===== src/rtl/count_snapshot_fifo_pkg.sv =====
// Shared types and constants for the counter snapshot FIFO.
package count_snap_pkg;

  localparam int DW        = 4;
  localparam int DEPTH_DEF = 4;

  typedef struct packed {
    logic [DW-1:0] epoch;
    logic [DW-1:0] cnt;
  } entry_t;

  // Occupancy needs one extra bit so that "full" (DEPTH) is representable.
  function automatic int lvl_w(input int depth);
    return $clog2(depth) + 1;
  endfunction

  localparam int LVL_W = lvl_w(DEPTH_DEF);

endpackage


===== src/rtl/count_snapshot_fifo_snap_fifo.sv =====
// Generic synchronous FIFO; pointers carry an extra wrap bit so that
// full and empty are told apart without a separate counter.
module snap_fifo #(
  parameter int WIDTH = 8,
  parameter int DEPTH = 4
) (
  input  logic                     clk,
  input  logic                     rst,
  input  logic                     push_i,
  input  logic                     pop_i,
  input  logic [WIDTH-1:0]         wdata_i,
  output logic [WIDTH-1:0]         rdata_o,
  output logic                     full_o,
  output logic                     empty_o,
  output logic [$clog2(DEPTH):0]   level_o
);

  localparam int AW = $clog2(DEPTH);

  logic [WIDTH-1:0] mem_q [DEPTH];
  logic [AW:0]      wr_ptr_q, wr_ptr_d;
  logic [AW:0]      rd_ptr_q, rd_ptr_d;
  logic             do_push, do_pop;

  assign level_o = wr_ptr_q - rd_ptr_q;
  assign empty_o = (wr_ptr_q == rd_ptr_q);
  assign full_o  = (level_o == (AW+1)'(DEPTH));
  assign rdata_o = mem_q[rd_ptr_q[AW-1:0]];

  assign do_pop  = pop_i & ~empty_o;
  assign do_push = push_i & (~full_o | do_pop);

  // Pointer next-state.
  always_comb begin
    wr_ptr_d = wr_ptr_q;
    rd_ptr_d = rd_ptr_q;
    if (do_push) wr_ptr_d = wr_ptr_q + 1'b1;
    if (do_pop)  rd_ptr_d = rd_ptr_q + 1'b1;
  end

  // Pointer registers.
  always_ff @(posedge clk) begin
    if (rst) begin
      wr_ptr_q <= '0;
      rd_ptr_q <= '0;
    end else begin
      wr_ptr_q <= wr_ptr_d;
      rd_ptr_q <= rd_ptr_d;
    end
  end

  // Storage; cleared on reset so the head reads zero after a flush.
  always_ff @(posedge clk) begin
    if (rst) begin
      for (int i = 0; i < DEPTH; i++) mem_q[i] <= '0;
    end else if (do_push) begin
      mem_q[wr_ptr_q[AW-1:0]] <= wdata_i;
    end
  end

endmodule


===== src/rtl/count_snapshot_fifo.sv =====
// Watches an upstream counter, counts max->0 wraps as an epoch, and on each
// trigger queues an {epoch, count} snapshot for the readout side.
module count_snapshot_fifo
  import count_snap_pkg::*;
#(
  parameter int DW    = count_snap_pkg::DW,
  parameter int DEPTH = count_snap_pkg::DEPTH_DEF
) (
  input  logic                      clk,
  input  logic                      rst,
  input  logic [DW-1:0]             cnt_in,
  input  logic                      trig,
  output logic                      out_valid,
  input  logic                      out_ready,
  output logic [2*DW-1:0]           out_data,
  output logic [lvl_w(DEPTH)-1:0]   level,
  output logic                      ovf,
  input  logic                      clr_ovf
);

  logic [DW-1:0]   prev_cnt_q;
  logic [DW-1:0]   epoch_q, epoch_d;
  logic            ovf_q, ovf_d;
  logic            wrap;
  logic            full, empty;
  logic            pop, drop;
  logic [2*DW-1:0] push_data;

  // A wrap is seen the cycle the counter goes from all-ones to zero,
  // regardless of whether it counted or was loaded there.
  assign wrap    = (prev_cnt_q == '1) & (cnt_in == '0);
  assign epoch_d = epoch_q + DW'(wrap);

  // The snapshot already reflects a wrap occurring in the capture cycle.
  assign push_data = {epoch_d, cnt_in};

  assign out_valid = ~empty;
  assign pop       = out_valid & out_ready;
  assign drop      = trig & full & ~pop;
  assign ovf       = ovf_q;

  // Sticky overflow: a drop beats a simultaneous clear.
  always_comb begin
    ovf_d = ovf_q;
    if (clr_ovf) ovf_d = 1'b0;
    if (drop)    ovf_d = 1'b1;
  end

  // Counter history, epoch and overflow state.
  always_ff @(posedge clk) begin
    if (rst) begin
      prev_cnt_q <= '0;
      epoch_q    <= '0;
      ovf_q      <= 1'b0;
    end else begin
      prev_cnt_q <= cnt_in;
      epoch_q    <= epoch_d;
      ovf_q      <= ovf_d;
    end
  end

  snap_fifo #(
    .WIDTH (2*DW),
    .DEPTH (DEPTH)
  ) u_fifo (
    .clk     (clk),
    .rst     (rst),
    .push_i  (trig),
    .pop_i   (pop),
    .wdata_i (push_data),
    .rdata_o (out_data),
    .full_o  (full),
    .empty_o (empty),
    .level_o (level)
  );

endmodule


===== config.mk =====
export PLATFORM = sky130hd
export DESIGN_NAME = count_snapshot_fifo
export DESIGN_NICKNAME = d
export VERILOG_FILES = /design/src/rtl/count_snapshot_fifo_pkg.sv /design/src/rtl/count_snapshot_fifo_snap_fifo.sv /design/src/rtl/count_snapshot_fifo.sv
export SDC_FILE = /design/constraint.sdc
export NUM_CORES = 1
export LEC_CHECK = 0
export CORE_AREA = 5 5 86 88
export CTS_CLUSTER_DIAMETER = 40
export DETAILED_ROUTE_END_ITERATION = 10
export DIE_AREA = 0 0 91 93
export HOLD_SLACK_MARGIN = 0.12
export PLACE_DENSITY = 0.51
export SLEW_MARGIN = 25
export SYNTH_ARGS = -nofsm -noshare
export SYNTH_HDL_FRONTEND = slang
export SYNTH_SLANG_ARGS = --single-unit

===== constraint.sdc =====
create_clock -name clk -period 2.6 [get_ports clk]
set_input_delay 0.26 -clock clk [delete_from_list [all_inputs] [get_ports clk]]
set_output_delay 0.26 -clock clk [all_outputs]
set_load 0.1 [all_outputs]

# Yosys cells after proc, flatten, opt, wreduce, memory -nomap -nowiden
# Memory sizes are Yosys's and may differ from the RTL's. A register that Yosys moved wholly into a read port is not among the register bits.
# Index checks and enable logic that the tools add are counted.
op_classes:
  n_eq_ne: 3
  n_addsub: 4
  mux: 12
  bitwise_logic: 10
  n_reduce_logical: 3
op_table:
  columns: ["cell", "n"]
  rows:
  - ["1-bit 2-to-1 mux", 8]
  - ["8-bit 2-to-1 mux", 1]
  - ["8-bit OR reduction", 1]
  - ["3-bit by 1-bit adder with 3-bit output, second input constant", 2]
  - ["1-bit AND", 6]
  - ["2-bit 2-to-1 mux", 3]
  - ["4-bit by 1-bit adder with 4-bit output", 1]
  - ["4-bit equality test, second input constant", 1]
  - ["4-bit logical NOT", 1]
  - ["3-bit equality test", 1]
  - ["3-bit equality test, second input constant", 1]
  - ["1-bit inverter", 3]
  - ["3-bit subtractor", 1]
  - ["2-bit nonzero test", 1]
  - ["1-bit OR", 1]
totals:
  wordCells: 38
  out_inout_bits: 13
  ff_bits: 15
  inputBits: 9
  mem_bits_rw: 32
  mem_count: 1
memory_table:
  columns: ["name", "depth", "width", "rd", "rd_clocked_by_memory_dff", "write_ports", "line", "text"]
  rows:
  - ["u_fifo.mem_q", 4, 8, 1, 1, 4, "count_snapshot_fifo_snap_fifo.sv:20", "logic [WIDTH-1:0] mem_q [DEPTH];"]

# Logic depth before layout (Yosys ltp)
# Gate-level depths: netlist (run 1).
logic_depth:
  depth_word: 11
  ltp_mapped: 7
  depth_no_buf: 7

# Cells and area by module
# A second synthesis (run 1) with hierarchy kept.
unflattened:
  hier_cells: 159
  hier_area_um2: 2247.2
by_module_without_submodules:
  columns: ["module", "seq_area_each_um2", "area_each_um2", "instances", "cells_per_inst"]
  rows:
  - ["snap_fifo", 1121.1, 1921.8, 1, 128]
  - ["count_snapshot_fifo", 180.2, 325.3, 1, 31]

# Worst setup path before layout (run 1)
# OpenSTA, ideal clock, no wires.
synth_path:
  kind: "register to register"
  from: "register u_fifo.wr_ptr_q[0]"
  to: "memory u_fifo.mem_q[3][0] (enable)"
  setup_ps: 398
  path_buffers: 0
  arrival_time_ps: 2963
  synth_period_minus_slack_ps: 3361
  t_required_ps: 2202
  path_slack_ps: -761
  path_stages_with_launch: 7
  path_cell_list: "dfxtp_1 inv_1 ha_1 fa_1 inv_1 nor4b_4 o41ai_1"
synth_lines:
  columns: ["item", "line", "text"]
  rows:
  - ["start: declaration", "count_snapshot_fifo_snap_fifo.sv:21", "logic [AW:0] wr_ptr_q, wr_ptr_d;"]
  - ["start signal: assignment", "count_snapshot_fifo_snap_fifo.sv:47", "wr_ptr_q <= wr_ptr_d;"]
  - ["end: declaration", "count_snapshot_fifo_snap_fifo.sv:20", null]

==> flow_metrics.py, run 1 <==
metrics = {
    "outcome": {
        "status": "finished, final reports clean",
    },
    "power": {
        "p_leak_nw": 1.029,
        "irDropWorstVdd_uv": 542.7,
        "finalPower_mw": 2.994,
        "pwr_density_cell_nw_per_um2": 1098,
    },
    "logic_synthesis": {
        "synth_cell_types": 36,
        "synth-seq-area-share_pct": 59.39,
        "ys_top_cells_by_area": "edfxtp_1, dfxtp_1, mux4_2, nor2_1, ha_1",
        "async_reset_ff_share_pct": 0,
        "synth_edf_count": 32,
        "ys.warnings.count": 0,
        "yosysTopAreaCell": "edfxtp_1",
        "ys_seq_elements": 49,
        "synthesis.area_sq_um": 2191,
        "synthesis.nets": 190,
        "synth_top_area_share_pct": 43.86,
        "avgSynthCellArea_sq_um": 12.59,
        "synthCells": 174,
        "yosysMostFrequentCell": "nor2_1",
        "synthFlopType": "edfxtp_1",
        "synth_common_cells": "nor2_1, edfxtp_1, dfxtp_1, nand2_1",
    },
    "route": {
        "viasPerCell": 4.854,
        "drc": 0,
        "wirelength_um": 4467,
        "wl_per_cell_um": 15.51,
        "vias": 1398,
        "drt_iter0_drc": 83,
        "firstDrtPassIters": 4,
        "ant_nets": 0,
    },
    "setup_path": {
        "path_delay_family": "adder cells",
        "crit_type": "register to register",
        "reg2reg_depth": 7,
        "end_kind": "register",
        "critPathSlowestCell": "dfxtp_4",
        "worst-endpoint-arrival_ps": 2420,
        "crit_chain": "inv_4 -> ha_4 -> fa_2 -> xor3_4 -> nand4b_1 -> nand4_2 -> o21ai_4",
        "cpPeakStageDelay_ps": 390,
        "cp_max_fo": 8,
        "path_buf_inv": 1,
        "cp-start-kind": "register",
        "required_ps": 2570,
        "crit_cells": 7,
    },
    "global_routing": {
        "grt_max_degree": 16,
        "grt-ovfl-total": 0,
        "antenna_found_initial": 0,
        "grt_usage_pct": 11.43,
        "grt_first_pass_wirelength_um": 7596,
        "grt_pass1_vias": 1528,
    },
    "clock_network": {
        "post_cts_resized": 0,
        "path_clk_slew_ps": 90,
        "cts_hold_buf": 0,
        "clock_path_buffers": 2,
        "root_buffer": "clkbuf_8",
        "cts.htree.levels": 2,
        "cts_buffers": 5,
        "clock-sinks": 49,
        "post-cts-setup-buffers": 0,
        "worst_skew_pair.late_latency_ps": 300,
        "cts_tree": "built",
    },
    "timing": {
        "fin_worst_skew_ps": 8.900,
        "slew_viol_final": 0,
        "holdWs_ps": 482.3,
        "tightest_slew_ps": 596.4,
        "fin_crit_sh_pct": 94.38,
        "post-route-min-period_ps": 2454,
        "fmax_ghz": 0.4075,
        "setup_viol": 0,
        "rsz0062_at_grt": "no",
        "slew_headroom_pct": 60.10,
        "hold_violations": 0,
    },
    "placement": {
        "hpwlAfterDp_um": 3330,
        "gp_congestion": 0.8124,
        "numPortBuffers": 21,
    },
    "floorplan": {
        "io_pins": 22,
        "dieWidth_um": 91,
        "die_h_um": 93,
        "rows": 30,
        "fp.coreArea_sq_um": 6569,
        "start_util_pct": 33.35,
        "dieArea_sq_um": 8463,
    },
    "final_layout": {
        "n_antenna_cell": 0,
        "final_layout_size_suffix_gt1_share_pct": 26.44,
        "area_growth_pct": 24.50,
        "finalNetCount": 223,
    },
    "flow_run": {
        "max_cap_violations": 0,
    },
    "worst_hold_path": {
        "whs_path_depth": 2,
        "hp-class": "register to register",
    },
}
[power breakdown]
| group | total, mW | internal, mW | switching (mW) |
|---|---|---|---|
| Clock | 0.461 | 0.216 | 0.244 |
| Combinational | 1.53 | 0.454 | 1.07 |
| Sequential | 1.00 | 0.934 | 0.0708 |
| Total | 2.99 | 1.60 | 1.39 |
[per-stage QoR]
step                setup slack [ps]  cell area, sq um  TNS [ps]  std cells  utilization, %
CTS                            129.3              2728         0        288           41.52
global route                   41.24              2728         0        288           41.52
global placement               176.1              2634         0        280           40.10
floorplan                     -39.49              2276    -39.49        174               -
finish                         146.2              2728         0        288           41.52
detailed placement             123.4              2634         0        280           40.10
[registers in the layout, indices dropped and copies added, names as in the netlist, named ones only]
name             count
u_fifo.mem_q        32
prev_cnt_q           4
epoch_q              4
ovf                  1
u_fifo.wr_ptr_q      3
u_fifo.rd_ptr_q      3
[worst min-delay path: stages (launching register included)]
cell	delay, ps
dfxtp_1	320
nand2b_1	60
a21oi_1	60
[cell type report]
| cell class | count | area (sq um) |
|---|---|---|
| clock inverters | 1 | 7.507 |
| well taps | 80 | 100.1 |
| clock buffers | 7 | 86.33 |
| repair buffers | 31 | 277.8 |
| multi-input cells | 112 | 914.6 |
| fillers | 615 | 3841 |
| inverters | 8 | 36.28 |
| flip-flops and latches | 49 | 1305 |
[final timing paths]
path	startpoint	to	slack, ps
hold reg to reg	ovf	ovf	480
setup reg to reg	u_fifo.wr_ptr_q[0]	u_fifo.mem_q[1][6]	150
setup / recovery	u_fifo.wr_ptr_q[0]	u_fifo.mem_q[1][6]	150
hold / removal	ovf	ovf	480
[logic make-up after synthesis]
logic type | synth area share (%)
multiplexers | 9.366
buffers and inverters | 2.284
XOR/XNOR | 3.541
AO/OA/AOI/OAI | 3.541
flip-flops | 59.39
AND/OR/NAND/NOR | 17.53
adder cells (fa/ha/maj) | 4.340
[layout by cell type (no fill, tap or decap), types with 2 or more instances in the layout]
cell type,instances
nor2_1,39
edfxtp_1,32
buf_4,21
dfxtp_1,16
nand2_1,9
mux4_2,8
clkdlybuf4s50_1,8
nor2b_1,7
inv_1,6
clkbuf_8,6
ha_1,5
nand3_1,4
xor2_1,3
xnor2_1,3
nand4_2,3
o21ai_4,3
o21ai_0,3
a21oi_1,3
nand4_1,2
clkinvlp_4,2
nand2b_1,2
buf_12,2
[layer usage]
layer / GRT usage, % / part of all wire, % / wire length [um]
met3: 2.896 / 4.1 / 183
met4: 3.301 / 1.2 / 54
met5: 0 / 0 / 0
met1: 14.42 / 46 / 2038
met2: 19.41 / 49 / 2190
Power figures use the tool's default switching activity.
==> inputs of run 2 (changes only) <==
--- a/config.mk
+++ b/config.mk
@@ -5,12 +5,12 @@
 export SDC_FILE = /design/constraint.sdc
 export NUM_CORES = 1
 export LEC_CHECK = 0
-export CORE_AREA = 5 5 86 88
+export CORE_AREA = 5 5 70 78
 export CTS_CLUSTER_DIAMETER = 40
 export DETAILED_ROUTE_END_ITERATION = 10
-export DIE_AREA = 0 0 91 93
+export DIE_AREA = 0 0 75 83
 export HOLD_SLACK_MARGIN = 0.12
-export PLACE_DENSITY = 0.51
+export PLACE_DENSITY = 0.69
 export SLEW_MARGIN = 25
 export SYNTH_ARGS = -nofsm -noshare
 export SYNTH_HDL_FRONTEND = slang
==> flow_metrics.py, run 2 (synthesis results as in run 1) <==
metrics = {
    "setup_path": {
        "cp_max_fo": 8,
        "required_ps": 2570,
        "crit_chain": "inv_4 -> ha_4 -> fa_2 -> xor3_4 -> nand4b_1 -> nand4_2 -> o21ai_4",
        "critPathSlowestCell": "dfxtp_4",
        "worst-endpoint-arrival_ps": 2470,
        "cp-start-kind": "register",
        "crit_type": "register to register",
        "end_kind": "register",
        "path_delay_family": "adder cells",
        "cpPeakStageDelay_ps": 390,
        "path_buf_inv": 1,
    },
    "route": {
        "viasPerCell": 5.308,
        "ant_nets": 0,
        "drc": 0,
        "drt_iter0_drc": 56,
        "wirelength_um": 4514,
        "wl_per_cell_um": 17.16,
        "firstDrtPassIters": 4,
        "vias": 1396,
    },
    "floorplan": {
        "dieWidth_um": 75,
        "io_pins": 22,
        "die_h_um": 83,
        "fp.coreArea_sq_um": 4587,
        "rows": 26,
        "start_util_pct": 47.76,
        "dieArea_sq_um": 6225,
    },
    "final_layout": {
        "finalNetCount": 222,
        "final_cell_mix": "nor2_1, edfxtp_1, buf_4",
        "seq_area_sq_um": 1305,
        "fillers": 373,
        "final_layout_size_suffix_gt1_share_pct": 26.09,
        "utilization_pct": 59.00,
        "area_growth_pct": 23.53,
        "top_regs": "u_fifo.mem_q: 32 flops, epoch_q: 4 flops, prev_cnt_q: 4 flops",
        "multi_input_area_sq_um": 914.6,
        "fin_cells": 263,
        "final_common_cell": "nor2_1",
        "n_antenna_cell": 0,
        "largest_register_ffs": 32,
        "largest_register": "u_fifo.mem_q",
    },
    "timing": {
        "rsz0062_at_grt": "no",
        "fin_worst_skew_ps": 8.162,
        "slew_viol_final": 0,
        "setup_viol": 0,
        "fin_crit_sh_pct": 95.92,
        "tightest_slew_ps": 596.6,
        "hold_violations": 0,
        "fmax_ghz": 0.4010,
        "post-route-min-period_ps": 2494,
        "slew_headroom_pct": 60.09,
    },
    "clock_network": {
        "cts_tree": "built",
        "cts_buffers": 5,
        "post-cts-setup-buffers": 0,
        "clock_path_buffers": 2,
        "worst_skew_pair.late_latency_ps": 310,
        "path_clk_slew_ps": 80,
        "clock-sinks": 49,
        "post_cts_resized": 0,
        "cts.htree.levels": 2,
        "cts_hold_buf": 0,
        "root_buffer": "clkbuf_8",
    },
    "power": {
        "combPwrFrac_pct": 49.5,
        "p_leak_nw": 1.032,
        "irDropWorstVdd_uv": 1037,
        "p_int_mw": 1.659,
        "pwr_density_cell_nw_per_um2": 1128,
        "clock_power_share_pct": 17.5,
        "power_switching_mw": 1.394,
        "pwr-share-seq_pct": 33.0,
        "sw_frac_of_total_pct": 45.66,
    },
    "global_routing": {
        "grt-ovfl-total": 0,
        "grt_pass1_vias": 1474,
        "grt_usage_pct": 16.01,
        "antenna_found_initial": 0,
        "grt_first_pass_wirelength_um": 7465,
        "grt_max_degree": 18,
    },
    "placement": {
        "gp_congestion": 0.7847,
        "numPortBuffers": 21,
        "place_inst": 255,
        "hpwlAfterDp_um": 3425,
    },
    "outcome": {
        "status": "finished, final reports clean",
    },
    "worst_hold_path": {
        "hp-class": "register to register",
    },
    "flow_run": {
        "max_cap_violations": 0,
    },
}
## run 2: changes by cell type in the layout (fill, tap and decap cells not counted)
cell,change
clkbuf_8,-1
buf_4,-1
bufinv_16,+1
clkbuf_1,-1
clkinv_1,+1
## run 2: worst min-delay path, delay by kind of cell, from the launching register on
family | cells | cell delay (ps)
compound gates | 1 | 60
flops | 1 | 310
simple gates | 1 | 60
## run 2: layout make-up
type,instances,share of cell area (%)
clock buffer,5,2.543
inverter,8,1.341
tap,56,2.589
timing repair buffer,30,9.986
clock inverter,3,1.526
multi-input combinational,112,33.80
sequential,49,48.22
## run 2: per-layer routing
layer / GRT usage (%) / vias up / share of wire, %
li1: - / 685 / -
met1: 19.45 / 682 / 42
met2: 27.10 / 24 / 52
met3: 3.865 / 5 / 4.2
met4: 5.340 / 0 / 1.2
met5: 0 / - / 0
## run 2: power groups by stage
| stage | clock network [mW] | registers (mW) | logic [mW] |
|---|---|---|---|
| floorplan | 0 | 0.998 | 1.16 |
| global placement | 0 | 1.02 | 1.50 |
| detailed placement | 0 | 1.03 | 1.52 |
| CTS | 0.544 | 1.01 | 1.52 |
| global route | 0.580 | 1.02 | 1.58 |
| finish | 0.535 | 1.01 | 1.51 |
## run 2: path summary, 6_finish.rpt
check | startpoint | endpoint | slack (ps) | cells after the start
min | ovf | ovf | 480 | 2
min reg2reg | ovf | ovf | 480 | 2
max reg2reg | u_fifo.wr_ptr_q[0] | u_fifo.mem_q[0][7] | 110 | 7
max | u_fifo.wr_ptr_q[0] | u_fifo.mem_q[0][7] | 110 | 7
## run 2: metrics by stage
stage | TNS (ps) | setup WS (ps) | hold WS [ps] | instance area (sq um) | power [mW]
3_3_place_gp | 0 | 145.5 | 461.2 | 2596 | 2.518
5_1_grt | 0 | 23.73 | 511.8 | 2706 | 3.185
4_1_cts | 0 | 93.01 | 483.3 | 2706 | 3.078
2_1_floorplan | -39.49 | -39.49 | 388.2 | 2276 | 2.155
6_report | 0 | 106.2 | 478.5 | 2706 | 3.053
3_5_place_dp | 0 | 90.35 | 469.1 | 2596 | 2.550
==> inputs of run 3 (changes only) <==
--- a/config.mk
+++ b/config.mk
@@ -9,7 +9,7 @@
 export CTS_CLUSTER_DIAMETER = 40
 export DETAILED_ROUTE_END_ITERATION = 10
 export DIE_AREA = 0 0 75 83
-export HOLD_SLACK_MARGIN = 0.12
+export HOLD_SLACK_MARGIN = 0.1
 export PLACE_DENSITY = 0.69
 export SLEW_MARGIN = 25
 export SYNTH_ARGS = -nofsm -noshare
==> results of run 3 <==
No change in the layout: final DEF, timing and power equal those of run 2.
